$ cat config.mk
export PLATFORM = sky130hd
export DESIGN_NAME = sampctl_seq_flat
export DESIGN_NICKNAME = d
export VERILOG_FILES = /design/src/rtl/sampctl_seq_if.sv /design/src/rtl/sampctl_seq.sv /design/src/flat_wrapper.sv
export SDC_FILE = /design/constraint.sdc
export NUM_CORES = 1
export LEC_CHECK = 0
export ABC_AREA = 1
export BUFFER_PORTS_ARGS = -buffer_cell sky130_fd_sc_hd__buf_2
export CORE_MARGIN = 2
export CORE_UTILIZATION = 30
export CTS_CLUSTER_DIAMETER = 80
export CTS_CLUSTER_SIZE = 8
export DETAILED_ROUTE_END_ITERATION = 8
export GPL_TIMING_DRIVEN = 0
export SLEW_MARGIN = 5
export SYNTH_ARGS = -nofsm -noshare
export SYNTH_HDL_FRONTEND = slang
export SYNTH_SLANG_ARGS = --single-unit
$ cat constraint.sdc
create_clock -name clk -period 2.05 [get_ports clk]
set_input_delay 0.41 -clock clk [delete_from_list [all_inputs] [get_ports clk]]
set_output_delay 0.41 -clock clk [all_outputs]
set_load 0.005 [all_outputs]
$ cat src/rtl/sampctl_seq_if.sv
// Sequencer-side bundle for sampctl_seq: start/parameter inputs and switch/status outputs.
// The optional `cont` signal exists only when SAMPCTL_SEQ_CONT_EN is defined.
interface sampctl_seq_if #(
   parameter int unsigned NCH   = 4,
   parameter int unsigned CNT_W = 8
);
   logic             start;
   logic [CNT_W-1:0] samp_len;
   logic [CNT_W-1:0] gap_len;
   logic [NCH-1:0]   samp_p_en;
   logic [NCH-1:0]   samp_n_en;
`ifdef SAMPCTL_SEQ_CONT_EN
   logic             cont;
`endif
   logic             seq_samp;
   logic [NCH-1:0]   switch_p;
   logic [NCH-1:0]   switch_n;
   logic             busy;
   logic             done;

   modport master (
`ifdef SAMPCTL_SEQ_CONT_EN
      output cont,
`endif
      output start,
      output samp_len,
      output gap_len,
      output samp_p_en,
      output samp_n_en,
      input  seq_samp,
      input  switch_p,
      input  switch_n,
      input  busy,
      input  done
   );

   modport slave (
`ifdef SAMPCTL_SEQ_CONT_EN
      input  cont,
`endif
      input  start,
      input  samp_len,
      input  gap_len,
      input  samp_p_en,
      input  samp_n_en,
      output seq_samp,
      output switch_p,
      output switch_n,
      output busy,
      output done
   );
endinterface

$ cat src/rtl/sampctl_seq.sv
// Sampling-switch sequencer: start -> SAMP window -> GAP (non-overlap) -> done pulse.
// Optional continuous re-run mode is enabled by defining SAMPCTL_SEQ_CONT_EN.
module sampctl_seq #(
   parameter int unsigned NCH   = 4,
   parameter int unsigned CNT_W = 8
) (
   input logic          clk,
   input logic          rst,
   sampctl_seq_if.slave bus
);
   localparam logic [1:0] StIdle = 2'd0;
   localparam logic [1:0] StSamp = 2'd1;
   localparam logic [1:0] StGap  = 2'd2;

   logic [1:0]       state_q, state_d;
   logic [CNT_W-1:0] cnt_q, cnt_d;
   logic [CNT_W-1:0] samp_len_q, samp_len_d;
   logic [CNT_W-1:0] gap_len_q, gap_len_d;
   logic [NCH-1:0]   p_en_q, p_en_d;
   logic [NCH-1:0]   n_en_q, n_en_d;
   logic             restart_q, restart_d;
   logic             finish;

   logic             seq_samp_q, seq_samp_d;
   logic [NCH-1:0]   switch_p_q, switch_p_d;
   logic [NCH-1:0]   switch_n_q, switch_n_d;
   logic             busy_q, busy_d;
   logic             done_q, done_d;

   always_comb begin
      state_d    = state_q;
      cnt_d      = cnt_q;
      samp_len_d = samp_len_q;
      gap_len_d  = gap_len_q;
      p_en_d     = p_en_q;
      n_en_d     = n_en_q;
      restart_d  = 1'b0;
      finish     = 1'b0;

      unique case (state_q)
         StIdle: begin
            if (restart_q) begin
               // Re-run with the parameters latched by the original start.
               state_d = StSamp;
               cnt_d   = (samp_len_q == '0) ? '0 : samp_len_q - 1'b1;
            end else if (bus.start) begin
               state_d    = StSamp;
               samp_len_d = bus.samp_len;
               gap_len_d  = bus.gap_len;
               p_en_d     = bus.samp_p_en;
               n_en_d     = bus.samp_n_en;
               cnt_d      = (bus.samp_len == '0) ? '0 : bus.samp_len - 1'b1;
            end
         end
         StSamp: begin
            if (cnt_q != '0) begin
               cnt_d = cnt_q - 1'b1;
            end else if (gap_len_q != '0) begin
               state_d = StGap;
               cnt_d   = gap_len_q - 1'b1;
            end else begin
               finish = 1'b1;
            end
         end
         StGap: begin
            if (cnt_q != '0) begin
               cnt_d = cnt_q - 1'b1;
            end else begin
               finish = 1'b1;
            end
         end
         default: state_d = StIdle;
      endcase

      if (finish) begin
         state_d = StIdle;
         cnt_d   = '0;
`ifdef SAMPCTL_SEQ_CONT_EN
         restart_d = bus.cont;
`endif
      end
   end

   // Outputs are registered from next-state values so they change with the state itself.
   always_comb begin
      seq_samp_d = (state_d == StSamp);
      switch_p_d = {NCH{seq_samp_d}} & p_en_d;
      switch_n_d = {NCH{seq_samp_d}} & n_en_d;
      busy_d     = (state_d != StIdle) | restart_d;
      done_d     = finish;
   end

   always_ff @(posedge clk or posedge rst) begin
      if (rst) begin
         state_q    <= StIdle;
         cnt_q      <= '0;
         samp_len_q <= '0;
         gap_len_q  <= '0;
         p_en_q     <= '0;
         n_en_q     <= '0;
         restart_q  <= 1'b0;
         seq_samp_q <= 1'b0;
         switch_p_q <= '0;
         switch_n_q <= '0;
         busy_q     <= 1'b0;
         done_q     <= 1'b0;
      end else begin
         state_q    <= state_d;
         cnt_q      <= cnt_d;
         samp_len_q <= samp_len_d;
         gap_len_q  <= gap_len_d;
         p_en_q     <= p_en_d;
         n_en_q     <= n_en_d;
         restart_q  <= restart_d;
         seq_samp_q <= seq_samp_d;
         switch_p_q <= switch_p_d;
         switch_n_q <= switch_n_d;
         busy_q     <= busy_d;
         done_q     <= done_d;
      end
   end

   assign bus.seq_samp = seq_samp_q;
   assign bus.switch_p = switch_p_q;
   assign bus.switch_n = switch_n_q;
   assign bus.busy     = busy_q;
   assign bus.done     = done_q;
endmodule
$ cat src/flat_wrapper.sv
// flat-port wrapper written by rule: the top's interface ports become plain ports
module sampctl_seq_flat 
#(
   parameter int unsigned NCH   = 4,
   parameter int unsigned CNT_W = 8
)
  (clk, rst, bus_start, bus_samp_len, bus_gap_len, bus_samp_p_en, bus_samp_n_en, bus_seq_samp, bus_switch_p, bus_switch_n, bus_busy, bus_done);
  sampctl_seq_if #(.NCH(NCH), .CNT_W(CNT_W)) bus_i ();
  input logic clk;
  input logic rst;
  input wire logic [$bits(bus_i.start)-1:0] bus_start;
  input wire logic [$bits(bus_i.samp_len)-1:0] bus_samp_len;
  input wire logic [$bits(bus_i.gap_len)-1:0] bus_gap_len;
  input wire logic [$bits(bus_i.samp_p_en)-1:0] bus_samp_p_en;
  input wire logic [$bits(bus_i.samp_n_en)-1:0] bus_samp_n_en;
  output wire logic [$bits(bus_i.seq_samp)-1:0] bus_seq_samp;
  output wire logic [$bits(bus_i.switch_p)-1:0] bus_switch_p;
  output wire logic [$bits(bus_i.switch_n)-1:0] bus_switch_n;
  output wire logic [$bits(bus_i.busy)-1:0] bus_busy;
  output wire logic [$bits(bus_i.done)-1:0] bus_done;
  assign bus_i.start = bus_start;
  assign bus_i.samp_len = bus_samp_len;
  assign bus_i.gap_len = bus_gap_len;
  assign bus_i.samp_p_en = bus_samp_p_en;
  assign bus_i.samp_n_en = bus_samp_n_en;
  assign bus_seq_samp = bus_i.seq_samp;
  assign bus_switch_p = bus_i.switch_p;
  assign bus_switch_n = bus_i.switch_n;
  assign bus_busy = bus_i.busy;
  assign bus_done = bus_i.done;
  sampctl_seq #(.NCH(NCH), .CNT_W(CNT_W)) u_core (.clk(clk), .rst(rst), .bus(bus_i));
endmodule
---- After elaboration in Yosys (flattened, before gate mapping) ----
Index checks and enable logic that the tools add are counted.
storage, ports and cells
  output and inout port bits .............. 11
  bits of input ports ..................... 27
  memories ................................ 0
  word-level logic and storage cells ...... 49
  register bits ........................... 37
  RAM bits ................................ 0
  latch bits .............................. 0
  memory bits (read-only) ................. 0
cells by class
  equal/unequal tests ..................... 6
  $lt $le $gt $ge ......................... 0
  multipliers ............................. 0
  add/subtract/negate cells ............... 3
  multiplexer cells ....................... 20
  reductions and logical operators ........ 8
  div/mod/pow operators ................... 0
  shift operators ......................... 0
  bitwise logic cells ..................... 2
operators by type and width
  cell                                                                count
  8-bit 2-to-1 mux                                                    6
  8-bit one-hot mux with 3 select lines                               1
  8-bit by 1-bit subtractor with 8-bit output, second input constant  3
  4-bit 2-to-1 mux                                                    4
  8-bit nonzero test                                                  2
  4-bit bitwise AND                                                   2
  8-bit zero test                                                     1
  2-bit 2-to-1 mux                                                    4
  2-bit one-hot mux with 3 select lines                               1
  2-bit by 1-bit == test with 1-bit output, second input constant     2
  4-bit by 1-bit != test with 1-bit output, second input constant     1
  4-bit AND reduction                                                 1
  4-bit nonzero test                                                  1
  1-bit 2-to-1 mux                                                    3
  3-bit by 1-bit != test with 1-bit output, second input constant     1
  3-bit by 2-bit != test with 1-bit output, second input constant     1
  2-bit == test, second input constant                                1
  2-bit zero test                                                     1
  1-bit one-hot mux with 2 select lines                               1
  2-bit AND reduction                                                 1
  2-bit nonzero test                                                  1

---- Logic depth before layout (Yosys ltp) ----
  depth after elaboration ................. 7
  depth in mapped cells ................... 13

---- Worst setup path after synthesis ----
OpenSTA, ideal clock, no wires.
  path type ............................... register to register
  start ................................... register u_core.cnt_q[0]
  end ..................................... register u_core.cnt_q[1]
  stages on the path, launching flop included .. 11
  buffers on the path ..................... 1
  arrival ................................. 1.449 ns
  slack ................................... 0.480 ns
  cell sequence ........................... dfrtp_1 > inv_1 > ha_1 > nand2_2 > nor2_4 > buf_6 > nand3_4 > nand2_4 > nand2_4 > nand2_1 > o21ai_1
on the way
  cells in the longest elaborated chain, start to end .. 5
  elaborated cells between the ends (all ways) .. 14
  classes of those cells .................. 1 x add/sub; 3 x eq/ne; 7 x mux; 3 x reduce/logical
ends and longest elaborated chain
  what                                                                                                 line                RTL
  from (decl)                                                                                          sampctl_seq.sv:16   logic [CNT_W-1:0] cnt_q, cnt_d;
  from (signal assigned)                                                                               sampctl_seq.sv:109  cnt_q <= cnt_d;
  parallel branches: the longest is 5 deep, another holds 8-bit by 1-bit subtractor with 8-bit output  n/a
Several ways; the timed one is not identified. The select of a mux whose other input is x is not followed.
A chain may end at the register's enable or synchronous reset.

---- Final worst setup path ----
  start ................................... register u_core.cnt_q[0]
  end ..................................... register u_core.cnt_q[4]
The elaborated chain is that of the path after synthesis.

==> reports/qor.csv <==
stage,metric,value,unit
worst_setup_path,kind of capture point of the worst setup path,flip-flop,
timing,number of endpoints failing setup at the final stage,0,
worst_setup_path,critical-path maximum fanout,10,
floorplan,number of core rows,32,
placement,buffers added on ports,37,
cts,total CTS buffers,5,
timing,total negative slack for setup checks,0,ps
cts,number of gates given a new drive strength after cts,0,
cts,clock network latency to the later pin of the worst-skew pair,290,ps
cells_and_area,final standard cell area without fillers,0.00277,mm^2
worst_setup_path,worst endpoint data arrival time,2040,ps
timing,max_slew headroom,0.487,
cts,Clock Pin Slew Worst Setup and Hold Paths,80,ps
cells_and_area,share of cells above drive strength 1,0.171,
timing,min cycle time layout,1850,ps
synth,synthesized area per cell,6.89,um^2
cts,number of clock sinks,37,
synth,most used flip-flop cell after synthesis,sky130_fd_sc_hd__dfrtp_1,
timing,number of max-slew violations in the final report,0,
floorplan,number of primary I/O pins,38,
timing,Final Hold Fails,0,
timing,hold slack final,246,ps
power_and_ir_drop,sw frac,0.468,
cells_and_area,antenna diode count,0,
floorplan,die footprint,0.00858,mm^2
synth,Mapped Area,0.00236,mm^2
placement,Routability Congestion,0.898,
synth,number of flip-flops and latches in the synthesized netlist,37,
power_and_ir_drop,clock group share of total power,0.142,
synth,number of instances in the synthesized netlist,342,
power_and_ir_drop,Pwr per Cell Area,1360,mW/mm^2
power_and_ir_drop,cell leakage power,1.49,nW
power_and_ir_drop,Peak VDD IR,589,uV
placement,placed wire-length estimate,4130,um
cts,number of setup buffers added after CTS,0,
floorplan,area of the core region,0.00769,mm^2
synth,Post-synth EDFFs,0,
detailed_routing,number of vias per cell,4.48,
floorplan,die outline height,92.6,um
grt,largest net degree at the start of global routing,38,
min_path,worst hold path type,in2async,
worst_setup_path,data required time at the worst endpoint,2240,ps
synth,"Seq/Total Area, Yosys",0.393,
timing,max frequency,541,MHz
detailed_routing,Antenna Violating Nets Remaining,0,
cells_and_area,number of nets at the end of the flow,421,
grt,via count of the first global-routing pass,2212,
detailed_routing,post-DR wirelength/cell,10.9,um
timing,Final Cycle Share,0.902,
detailed_routing,Total Routed Length,5330,um
cts,Root Buffer Master,sky130_fd_sc_hd__clkbuf_8,
cts,CTS Hold Bufs,0,
power_and_ir_drop,Internal Power,2.00,mW
timing,maximum clock skew at final layout,8.30,ps
run,max-capacitance violation count,0,
status,outcome,completed,
synth,syn_nets,377,
cells_and_area,"Area growth, synth to finish",17.4,%
detailed_routing,routed via count,2193,
placement,placed instance area,0.00267,mm^2
power_and_ir_drop,relative contribution of combinational cells to total power,0.517,
grt,global-route wire length before repair,9520,um
floorplan,initial core utilization,0.306,
power_and_ir_drop,register share of total power,0.341,
synth,share of async-settable or async-resettable flops after synthesis,1.00,
cts,largest buffer count on any clock path,2,
cts,clock tree from TritonCTS,done,
worst_setup_path,Worst Setup Start Kind,flip-flop,
grt,antenna violations before repair,0,
power_and_ir_drop,switching power of the nets,1.76,mW
cts,count of H-tree levels built during CTS,2,
synth,yosys warns,0,
grt,aggregate global routing overflow,0,
power_and_ir_drop,"sum of internal, switching and leakage power",3.77,mW
grt,overall track demand over capacity in global routing,0.136,
worst_setup_path,Critical Setup Path Class,reg2reg,
floorplan,width of the chip,92.6,um
worst_setup_path,internal reg-to-reg setup slack,200,ps
synth,post-synth cell types,24,
detailed_routing,total iterations of the first detailed-routing run,4,
timing,RSZ-0062 raised after global routing,false,
detailed_routing,number of DRC violations after detailed-routing iteration 0,107,
detailed_routing,DRC violations left,0,
worst_setup_path,Register-to-Register Path Depth,10,
timing,worst-margin pin slew,768,ps
-- critical path, stage by stage, from the launching register on --
cell                      delay, ps
sky130_fd_sc_hd__dfrtp_1        400
sky130_fd_sc_hd__inv_1          170
sky130_fd_sc_hd__ha_1           250
sky130_fd_sc_hd__nand2_2        120
sky130_fd_sc_hd__nor2_4         130
sky130_fd_sc_hd__buf_6          160
sky130_fd_sc_hd__nand3_2        100
sky130_fd_sc_hd__nand4_1        200
sky130_fd_sc_hd__inv_1           90
sky130_fd_sc_hd__nand3_1         90
sky130_fd_sc_hd__nand2_1         50
-- layer usage --
layer	part of all wire	GRT usage	wire length, um	vias to the layer above
li1	-	-	-	1146
met1	0.47	0.175	2480	1004
met2	0.48	0.229	2570	34
met3	0.035	0.0277	188	9
met4	0.016	0.0441	86	0
met5	0	0	0	-
-- cells in the mapped netlist, types with 3 or more instances --
master                     count  area share
sky130_fd_sc_hd__a21oi_1      13       0.028
sky130_fd_sc_hd__nand2_4       4       0.019
sky130_fd_sc_hd__clkbuf_1      4      0.0064
sky130_fd_sc_hd__ha_1          8       0.042
sky130_fd_sc_hd__inv_1        57       0.091
sky130_fd_sc_hd__nand3_1      35       0.074
sky130_fd_sc_hd__nand2_2       3      0.0080
sky130_fd_sc_hd__nor2_1       54       0.086
sky130_fd_sc_hd__nand2_1      85        0.14
sky130_fd_sc_hd__o21ai_0      22       0.047
sky130_fd_sc_hd__dfrtp_1      37        0.39
-- layout make-up --
cell class / count / area, um^2
Tap cell: 102 / 128
Multi-Input combinational cell: 239 / 1170
Timing Repair Buffer: 37 / 185
Inverter: 59 / 221
Clock inverter: 3 / 25.0
Sequential cell: 37 / 926
Fill cell: 868 / 4920
Buffer: 7 / 45.0
Clock buffer: 5 / 68.8
-- flip-flops by register name, summed over array words and instances (netlist names) --
register             cells
u_core.bus.busy          1
u_core.bus.done          1
u_core.bus.seq_samp      1
u_core.bus.switch_n      4
u_core.bus.switch_p      4
u_core.cnt_q             8
u_core.gap_len_q         8
u_core.n_en_q            4
u_core.p_en_q            4
u_core.state_q           2
-- through the flow --
stage / instances / setup WS (ps) / utilization
6_report: 489 / 201 / 0.360
5_1_grt: 489 / 14.4 / 0.360
4_1_cts: 489 / 136 / 0.359
3_5_place_dp: 481 / 162 / 0.347
3_3_place_gp: 481 / 183 / 0.347
2_1_floorplan: 342 / 480 / -
-- cells by family (layout without fill, tap and decap cells) --
| group | Yosys count | after routing | share of synthesized area |
|---|---|---|---|
| fa+ha+maj | 8 | 8 | 0.0425 |
| simple gates | 191 | 191 | 0.362 |
| buf+inv | 66 | 111 | 0.113 |
| flops | 37 | 37 | 0.393 |
| compound gates | 38 | 38 | 0.0818 |
| xor+xnor | 2 | 2 | 0.00744 |
-- power by group through the flow --
stage	clock, mW	combinational (mW)	sequential (mW)
after global routing	0.582	2.28	1.33
after detailed placement	0	1.95	1.30
after floorplan	0	1.48	1.24
after CTS	0.555	1.96	1.28
after global placement	0	1.91	1.29
final	0.535	1.95	1.28
-- placed cells by master, fill, tap and decap left out, types with 2 or more instances in the layout --
master,n
sky130_fd_sc_hd__o21ai_1,2
sky130_fd_sc_hd__clkbuf_1,4
sky130_fd_sc_hd__dfrtp_1,37
sky130_fd_sc_hd__nor2_1,54
sky130_fd_sc_hd__nand4_1,2
sky130_fd_sc_hd__nand2_4,4
sky130_fd_sc_hd__nor2_4,2
sky130_fd_sc_hd__ha_1,7
sky130_fd_sc_hd__nand2_1,85
sky130_fd_sc_hd__inv_1,56
sky130_fd_sc_hd__nand3_1,35
sky130_fd_sc_hd__nand2_2,3
sky130_fd_sc_hd__nand3_2,2
sky130_fd_sc_hd__nor2_2,2
sky130_fd_sc_hd__inv_2,3
sky130_fd_sc_hd__a21oi_1,13
sky130_fd_sc_hd__buf_6,2
sky130_fd_sc_hd__o21ai_0,22
sky130_fd_sc_hd__buf_2,37
sky130_fd_sc_hd__clkbuf_8,5
-- worst paths after layout --
path	startpoint	to
max	u_core.cnt_q[0]	u_core.cnt_q[4]
min	rst	u_core.bus.switch_p[2]
max reg2reg	u_core.cnt_q[0]	u_core.cnt_q[4]
min reg2reg	u_core.cnt_q[0]	u_core.cnt_q[0]
max in group asynchronous	rst	u_core.bus.done
min in group clk	bus_gap_len[2]	u_core.gap_len_q[2]
(Power assumes the default switching activity.)
